<file path="src/rtl/gate_op_arbiter_if.sv">
`default_nettype none
// ============================================================================
// Module   : gate_op_arbiter_if
// Purpose  : Requester/result bundle between two requesters and the arbiter.
//            GATE_ARB_STATS_EN adds the cnt0/cnt1/busy statistics signals.
// Revision : 1.0 - initial release
// ============================================================================
interface gate_op_arbiter_if #(
    parameter int WIDTH = 4
);
    logic [1:0]       req;
    logic [WIDTH-1:0] a0;
    logic [WIDTH-1:0] b0;
    logic [2:0]       op0;
    logic [WIDTH-1:0] a1;
    logic [WIDTH-1:0] b1;
    logic [2:0]       op1;
    logic [1:0]       grant;
    logic [1:0]       ack;
    logic [WIDTH-1:0] res;
    logic             res_valid;
    logic             res_id;
    logic             op_err;
`ifdef GATE_ARB_STATS_EN
    logic [7:0]       cnt0;
    logic [7:0]       cnt1;
    logic             busy;
`endif

`ifdef GATE_ARB_STATS_EN
    modport master (
        output req, a0, b0, op0, a1, b1, op1,
        input  grant, ack, res, res_valid, res_id, op_err, cnt0, cnt1, busy
    );
    modport slave (
        input  req, a0, b0, op0, a1, b1, op1,
        output grant, ack, res, res_valid, res_id, op_err, cnt0, cnt1, busy
    );
`else
    modport master (
        output req, a0, b0, op0, a1, b1, op1,
        input  grant, ack, res, res_valid, res_id, op_err
    );
    modport slave (
        input  req, a0, b0, op0, a1, b1, op1,
        output grant, ack, res, res_valid, res_id, op_err
    );
`endif
endinterface
`default_nettype wire

</file>
<file path="src/rtl/gate_op_arbiter.sv">
`default_nettype none
// ============================================================================
// Module   : gate_op_arbiter
// Purpose  : Round-robin sharing of one bitwise gate unit between two
//            requesters. Optional statistics via GATE_ARB_STATS_EN.
// Revision : 1.0 - initial release
// ============================================================================
module gate_op_arbiter #(
    parameter int WIDTH = 4
) (
    input  wire logic          clk,
    input  wire logic          rst,
    gate_op_arbiter_if.slave   bus
);
    localparam logic [1:0] S_IDLE = 2'd0;
    localparam logic [1:0] S_EXEC = 2'd1;
    localparam logic [1:0] S_DONE = 2'd2;

    logic [1:0]       state_q, state_d;
    logic             last_q, last_d;
    logic [WIDTH-1:0] a_q, a_d, b_q, b_d;
    logic [2:0]       op_q, op_d;
    logic             id_q, id_d;
    logic [1:0]       grant_q, grant_d;
    logic [WIDTH-1:0] res_q, res_d;
    logic             res_id_q, res_id_d;
    logic             err_q, err_d;
    logic             w_sel;
    logic [WIDTH-1:0] w_gate;
    logic             w_illegal;
    logic             w_done;

    always_comb begin
        w_gate    = '0;
        w_illegal = 1'b0;
        case (op_q)
            3'd0:    w_gate = a_q & b_q;
            3'd1:    w_gate = a_q | b_q;
            3'd2:    w_gate = ~a_q;
            3'd3:    w_gate = a_q ^ b_q;
            3'd4:    w_gate = ~(a_q & b_q);
            3'd5:    w_gate = ~(a_q | b_q);
            default: w_illegal = 1'b1;
        endcase
    end

    // On a tie the requester that was not served last wins.
    assign w_sel = (bus.req == 2'b11) ? ~last_q : bus.req[1];

    always_comb begin
        state_d  = state_q;
        last_d   = last_q;
        a_d      = a_q;
        b_d      = b_q;
        op_d     = op_q;
        id_d     = id_q;
        grant_d  = grant_q;
        res_d    = res_q;
        res_id_d = res_id_q;
        err_d    = err_q;
        case (state_q)
            S_IDLE: begin
                if (bus.req != 2'b00) begin
                    a_d     = w_sel ? bus.a1  : bus.a0;
                    b_d     = w_sel ? bus.b1  : bus.b0;
                    op_d    = w_sel ? bus.op1 : bus.op0;
                    id_d    = w_sel;
                    grant_d = w_sel ? 2'b10 : 2'b01;
                    state_d = S_EXEC;
                end
            end
            S_EXEC: begin
                res_d    = w_gate;
                err_d    = w_illegal;
                res_id_d = id_q;
                state_d  = S_DONE;
            end
            S_DONE: begin
                last_d  = res_id_q;
                grant_d = 2'b00;
                state_d = S_IDLE;
            end
            default: begin
                grant_d = 2'b00;
                state_d = S_IDLE;
            end
        endcase
    end

    always_ff @(posedge clk) begin
        if (rst) begin
            state_q  <= S_IDLE;
            last_q   <= 1'b1;
            a_q      <= '0;
            b_q      <= '0;
            op_q     <= 3'd0;
            id_q     <= 1'b0;
            grant_q  <= 2'b00;
            res_q    <= '0;
            res_id_q <= 1'b0;
            err_q    <= 1'b0;
        end else begin
            state_q  <= state_d;
            last_q   <= last_d;
            a_q      <= a_d;
            b_q      <= b_d;
            op_q     <= op_d;
            id_q     <= id_d;
            grant_q  <= grant_d;
            res_q    <= res_d;
            res_id_q <= res_id_d;
            err_q    <= err_d;
        end
    end

    assign w_done        = (state_q == S_DONE);
    assign bus.grant     = grant_q;
    assign bus.res       = res_q;
    assign bus.res_id    = res_id_q;
    assign bus.res_valid = w_done;
    assign bus.ack       = w_done ? (res_id_q ? 2'b10 : 2'b01) : 2'b00;
    assign bus.op_err    = w_done & err_q;

`ifdef GATE_ARB_STATS_EN
    logic [7:0] cnt0_q, cnt1_q;

    always_ff @(posedge clk) begin
        if (rst) begin
            cnt0_q <= 8'd0;
            cnt1_q <= 8'd0;
        end else if (w_done) begin
            if (res_id_q) cnt1_q <= cnt1_q + 8'd1;
            else          cnt0_q <= cnt0_q + 8'd1;
        end
    end

    assign bus.cnt0 = cnt0_q;
    assign bus.cnt1 = cnt1_q;
    assign bus.busy = (state_q == S_EXEC) || w_done;
`endif
endmodule
`default_nettype wire

</file>
<file path="src/flat_wrapper.sv">
// flat-port wrapper written by rule: the top's interface ports become plain ports
module gate_op_arbiter_flat 
#(
    parameter int WIDTH = 4
)
  (clk, rst, bus_req, bus_a0, bus_b0, bus_op0, bus_a1, bus_b1, bus_op1, bus_grant, bus_ack, bus_res, bus_res_valid, bus_res_id, bus_op_err);
  gate_op_arbiter_if #(.WIDTH(WIDTH)) bus_i ();
  input  wire logic clk;
  input  wire logic rst;
  input wire logic [$bits(bus_i.req)-1:0] bus_req;
  input wire logic [$bits(bus_i.a0)-1:0] bus_a0;
  input wire logic [$bits(bus_i.b0)-1:0] bus_b0;
  input wire logic [$bits(bus_i.op0)-1:0] bus_op0;
  input wire logic [$bits(bus_i.a1)-1:0] bus_a1;
  input wire logic [$bits(bus_i.b1)-1:0] bus_b1;
  input wire logic [$bits(bus_i.op1)-1:0] bus_op1;
  output wire logic [$bits(bus_i.grant)-1:0] bus_grant;
  output wire logic [$bits(bus_i.ack)-1:0] bus_ack;
  output wire logic [$bits(bus_i.res)-1:0] bus_res;
  output wire logic [$bits(bus_i.res_valid)-1:0] bus_res_valid;
  output wire logic [$bits(bus_i.res_id)-1:0] bus_res_id;
  output wire logic [$bits(bus_i.op_err)-1:0] bus_op_err;
  assign bus_i.req = bus_req;
  assign bus_i.a0 = bus_a0;
  assign bus_i.b0 = bus_b0;
  assign bus_i.op0 = bus_op0;
  assign bus_i.a1 = bus_a1;
  assign bus_i.b1 = bus_b1;
  assign bus_i.op1 = bus_op1;
  assign bus_grant = bus_i.grant;
  assign bus_ack = bus_i.ack;
  assign bus_res = bus_i.res;
  assign bus_res_valid = bus_i.res_valid;
  assign bus_res_id = bus_i.res_id;
  assign bus_op_err = bus_i.op_err;
  gate_op_arbiter #(.WIDTH(WIDTH)) u_core (.clk(clk), .rst(rst), .bus(bus_i));
endmodule
</file>
<file path="config.mk">
export PLATFORM = sky130hd
export DESIGN_NAME = gate_op_arbiter_flat
export DESIGN_NICKNAME = d
export VERILOG_FILES = /design/src/rtl/gate_op_arbiter_if.sv /design/src/rtl/gate_op_arbiter.sv /design/src/flat_wrapper.sv
export SDC_FILE = /design/constraint.sdc
export NUM_CORES = 1
export LEC_CHECK = 0
export BUFFER_PORTS_ARGS = -buffer_cell sky130_fd_sc_hd__buf_2
export CAP_MARGIN = 40
export CORE_MARGIN = 5
export CORE_UTILIZATION = 45
export CTS_CLUSTER_SIZE = 25
export DETAILED_ROUTE_END_ITERATION = 6
export PLACE_DENSITY = 0.83
export SLEW_MARGIN = 20
export SYNTH_ARGS = -nofsm -noshare
export SYNTH_HDL_FRONTEND = slang
export SYNTH_SLANG_ARGS = --single-unit
</file>
<file path="constraint.sdc">
create_clock -name clk -period 1.4 [get_ports clk]
set_input_delay 0.07 -clock clk [delete_from_list [all_inputs] [get_ports clk]]
set_output_delay 0.07 -clock clk [all_outputs]
set_load 0.02 [all_outputs]
</file>
==> impl_metrics.py <==
metrics = {
    "status": {
        "outcome": "complete, but fails checks",
        "violations_in_the_final_reports": "setup timing",
    },
    "finish": {
        "nets": 238,
        "fraction_of_layout_cells_with_a_size_suffix_above_1": 0.414,
        "antenna-diode-count": 0,
        "seq_area_um2": 477,
        "n_fill_cell": 182,
        "footprint_of_the_multi_input_gates_um2": 728,
        "syn_to_final_growth_pct": 46.3,
        "final_cell_count_no_fill": 233,
    },
    "power": {
        "net-switching-power_w": 0.000532,
        "power.switching_fraction": 0.333,
        "power.static_leakage_nw": 0.793,
        "share_comb_of_total_power": 0.317,
        "p_clk_frac": 0.200,
        "power_density_nw_per_um2": 912,
        "share_seq_of_total_power": 0.483,
        "internal_power_w": 0.00107,
        "power_w": 0.00160,
        "worst_ir_drop_vdd_mv": 0.845,
    },
    "setup_path": {
        "worst-endpoint-arrival_ns": 1.71,
        "critical-path-slowest-cell": "or3b_4",
        "critPathCaptureType": "flip-flop",
        "max_stage_delay_ns": 0.41,
        "critical_path_peak_fanout": 11,
        "path_buf_inv": 1,
        "worst_setup_path_start_kind": "flip-flop",
        "critPathKind": "reg2reg",
        "worst-endpoint-required_ns": 1.65,
        "path_cells": "or3b_4, nor2_2, buf_6, a222oi_1, nor2_1",
        "critical-path-top-delay-family": "simple AND/OR/NAND/NOR gates",
    },
    "logic_synthesis": {
        "largest_family_of_logic_cells_by_synthesized_area": "compound AO/OA/AOI/OAI gates",
        "syn-instance-count": 144,
        "post_synth_instance_area_um2": 1200,
        "synth.area.top_cells": "dfxtp_1 38%, a222oi_1 9.2%, ha_1 8.4%",
        "synth_ff_type": "dfxtp_1",
        "synthArstFlopShare": 0,
        "synth_seq_area_share": 0.384,
        "synth_top_cell_by_area": "dfxtp_1",
        "fraction_of_synthesized_area_in_multiplexers": 0.00835,
        "syn_area_per_cell_um2": 8.32,
        "synth_enable_flop_cells": 0,
        "yosys.cell_types.count": 34,
        "yosys.area.top_type_share": 0.384,
        "synth-seq-cells": 23,
        "post_synth_simple_gate_area": 0.191,
        "mappedNetlistNets": 178,
        "synth_compound_gate_area_share": 0.225,
        "yosys_warnings": 0,
        "post_synthesis_share_of_cell_area_spent_on_xor_and_xnor_gates": 0.0292,
        "synth_fa_ha_area_frac": 0.0835,
    },
    "placed_design": {
        "port_buffers": 36,
        "dp_hpwl_um": 2210,
        "dp_worst_setup_slack_ns": -0.0752,
        "dp.cells": 211,
        "place.gp.congestion": 0.853,
    },
    "timing": {
        "setup_violations": 2,
        "setup_ws_ns": -0.0679,
        "number_of_endpoints_with_negative_hold_slack_in_the_final_report": 0,
        "worst_slew_pin_slew_ns": 0.454,
        "final.period_utilization": 1.05,
        "fin_skew_ns": 0.0103,
        "finalCriticalPeriod_ns": 1.47,
        "fmax_mhz": 681,
        "slew_viol_final": 0,
        "grt_setup_unrepaired": "yes",
        "slew_headroom": 0.697,
    },
    "route": {
        "dr.first_iter.drc_count": 157,
        "detail_route.wirelength_um": 3920,
        "drtPass1Iterations": 7,
        "route.vias.total": 1356,
        "routedWlPerCell_um": 16.8,
        "drt_drc_violations_left": 0,
        "vias_per_cell": 5.82,
        "ant_nets": 0,
    },
    "global_routing": {
        "grt_usage": 0.203,
        "pin_count_of_the_biggest_net_entering_global_routing": 24,
        "first_global_vias": 1239,
        "grt_remaining_overflow": 0,
        "grt_first_pass_wirelength_um": 5660,
        "antenna_found_initial": 0,
    },
    "job": {
        "cap_viol_max_count": 0,
    },
    "cts": {
        "clock_insertion_delay_worst_skew_ns": 0.33,
        "clk_pin_slew_worst_paths_ns": 0.13,
        "clock_tree.htree_level_count": 1,
        "cts_tree": "done",
        "cts.path.max_buffers": 2,
        "clock_sinks": 23,
        "cts_root_buffer": "clkbuf_4",
        "tritoncts.num_buffers": 3,
    },
    "floorplanning": {
        "die_height_um": 61.6,
        "rows": 18,
        "start_util": 0.475,
        "die_area_um2": 3800,
        "io_pins": 37,
        "die_w_um": 61.6,
        "placeableCoreArea_um2": 2520,
    },
    "worst_hold_path": {
        "worstHoldPathType": "in2reg",
    },
}
[cell usage in the layout (no fill, tap or decap), drive strengths merged]
| master | netlist | final |
|---|---|---|
| a222oi | 11 | 11 |
| a22oi | 1 | 1 |
| o22ai | 1 | 1 |
| a2bb2oi | 1 | 1 |
| a211o | 2 | 2 |
| nor2b | 2 | 2 |
| o31a | 2 | 2 |
| a32oi | 1 | 1 |
| or3 | 2 | 2 |
| clkbuf | 4 | 4 |
| a21oi | 6 | 6 |
| nand2b | 2 | 2 |
| dfxtp | 23 | 23 |
| nand2 | 10 | 10 |
| a311oi | 1 | 1 |
| nand3 | 2 | 2 |
| inv | 13 | 13 |
| or3b | 1 | 1 |
| a211oi | 2 | 2 |
| and2 | 4 | 4 |
| nor2 | 25 | 25 |
| o221ai | 1 | 1 |
| o21ai | 6 | 6 |
| dlygate4sd3 | 0 | 16 |
| and3 | 1 | 1 |
| xor2 | 3 | 3 |
| ha | 8 | 8 |
| buf | 5 | 48 |
| xnor2 | 1 | 1 |
| nor3 | 2 | 2 |
| mux2i | 1 | 1 |
[registers in the layout, summed over array words and instances, names as in the netlist, 2 cells and up]
| signal | flops |
|---|---|
| u_core.bus.res | 4 |
| u_core.bus.grant | 2 |
| u_core.b_q | 4 |
| u_core.a_q | 4 |
| u_core.state_q | 2 |
| u_core.op_q | 3 |
[cell families (layout without fill, tap and decap cells)]
family,after synthesis,count (layout)
DFF,23,23
muxes,1,1
buffers and inverters,22,81
and+or+nand+nor,51,51
xor gates and xnor gates,4,4
adders and majority gates,8,8
AOI/OAI and AO/OA,35,35
[worst min-delay path, stage by stage]
cell and delay (ns):
buf_2 0.08, a222oi_1 0.07, nor2_1 0.08
[power groups by stage]
| stage | Clock (W) | Combinational, W | Sequential (W) |
|---|---|---|---|
| after global routing | 0.000351 | 0.000556 | 0.000778 |
| after CTS | 0.000328 | 0.000435 | 0.000758 |
| after global placement | 0 | 0.000363 | 0.000769 |
| after detailed placement | 0 | 0.000385 | 0.000772 |
| final | 0.000319 | 0.000508 | 0.000772 |
| after floorplan | 0 | 0.000243 | 0.000776 |
[metrics by stage]
| step | util | instance area, um2 | setup TNS, ns | hold WS (ns) |
|---|---|---|---|---|
| global placement | 0.574 | 1450 | -0.0135 | 0.305 |
| finish | 0.695 | 1750 | -0.115 | 0.00119 |
| global route | 0.695 | 1750 | -0.355 | 0.00199 |
| floorplan | - | 1200 | 0 | 0.142 |
| CTS | 0.660 | 1660 | -0.0605 | 0.000322 |
| detailed placement | 0.574 | 1450 | -0.138 | 0.319 |
[cell type report]
class	instances	share of cell area
clock buffer	4	0.0150
inverter	13	0.0278
tap	30	0.0214
timing repair buffer	64	0.249
sequential	23	0.272
multi-input combinational	99	0.415
[layer usage]
layer | global-route usage | wire (um)
met3 | 0.0335 | 294
met2 | 0.330 | 1950
met1 | 0.244 | 1480
met5 | 0 | 0
met4 | 0.136 | 192
[Yosys cell counts (all sizes together), types with 2 or more instances]
master and n:
a211o 2, a211oi 2, a21oi 6, a222oi 11, and2 4, buf 5
clkbuf 4, dfxtp 23, ha 8, inv 13, nand2 10, nand2b 2
nand3 2, nor2 25, nor2b 2, nor3 2, o21ai 6, o31a 2
or3 2, xor2 3
[final timing paths]
kind	from	to	slack, ns	cells past startpoint
min	bus_op1[1]	u_core.op_q[1]	0.001	3
max reg2reg	u_core.state_q[0]	u_core.b_q[3]	-0.07	5
max	u_core.state_q[0]	u_core.b_q[3]	-0.07	5
min reg2reg	u_core.state_q[1]	u_core.bus.grant[1]	0.47	1
[repair_timing]
action	CTS	global route
gates resized for setup	8	27
hold buffers	16	0
buffers inserted	2	0
hold endpoints to repair	10	0
pin swaps	1	11
setup endpoints to repair	10	17
(Power assumes the default switching activity.)
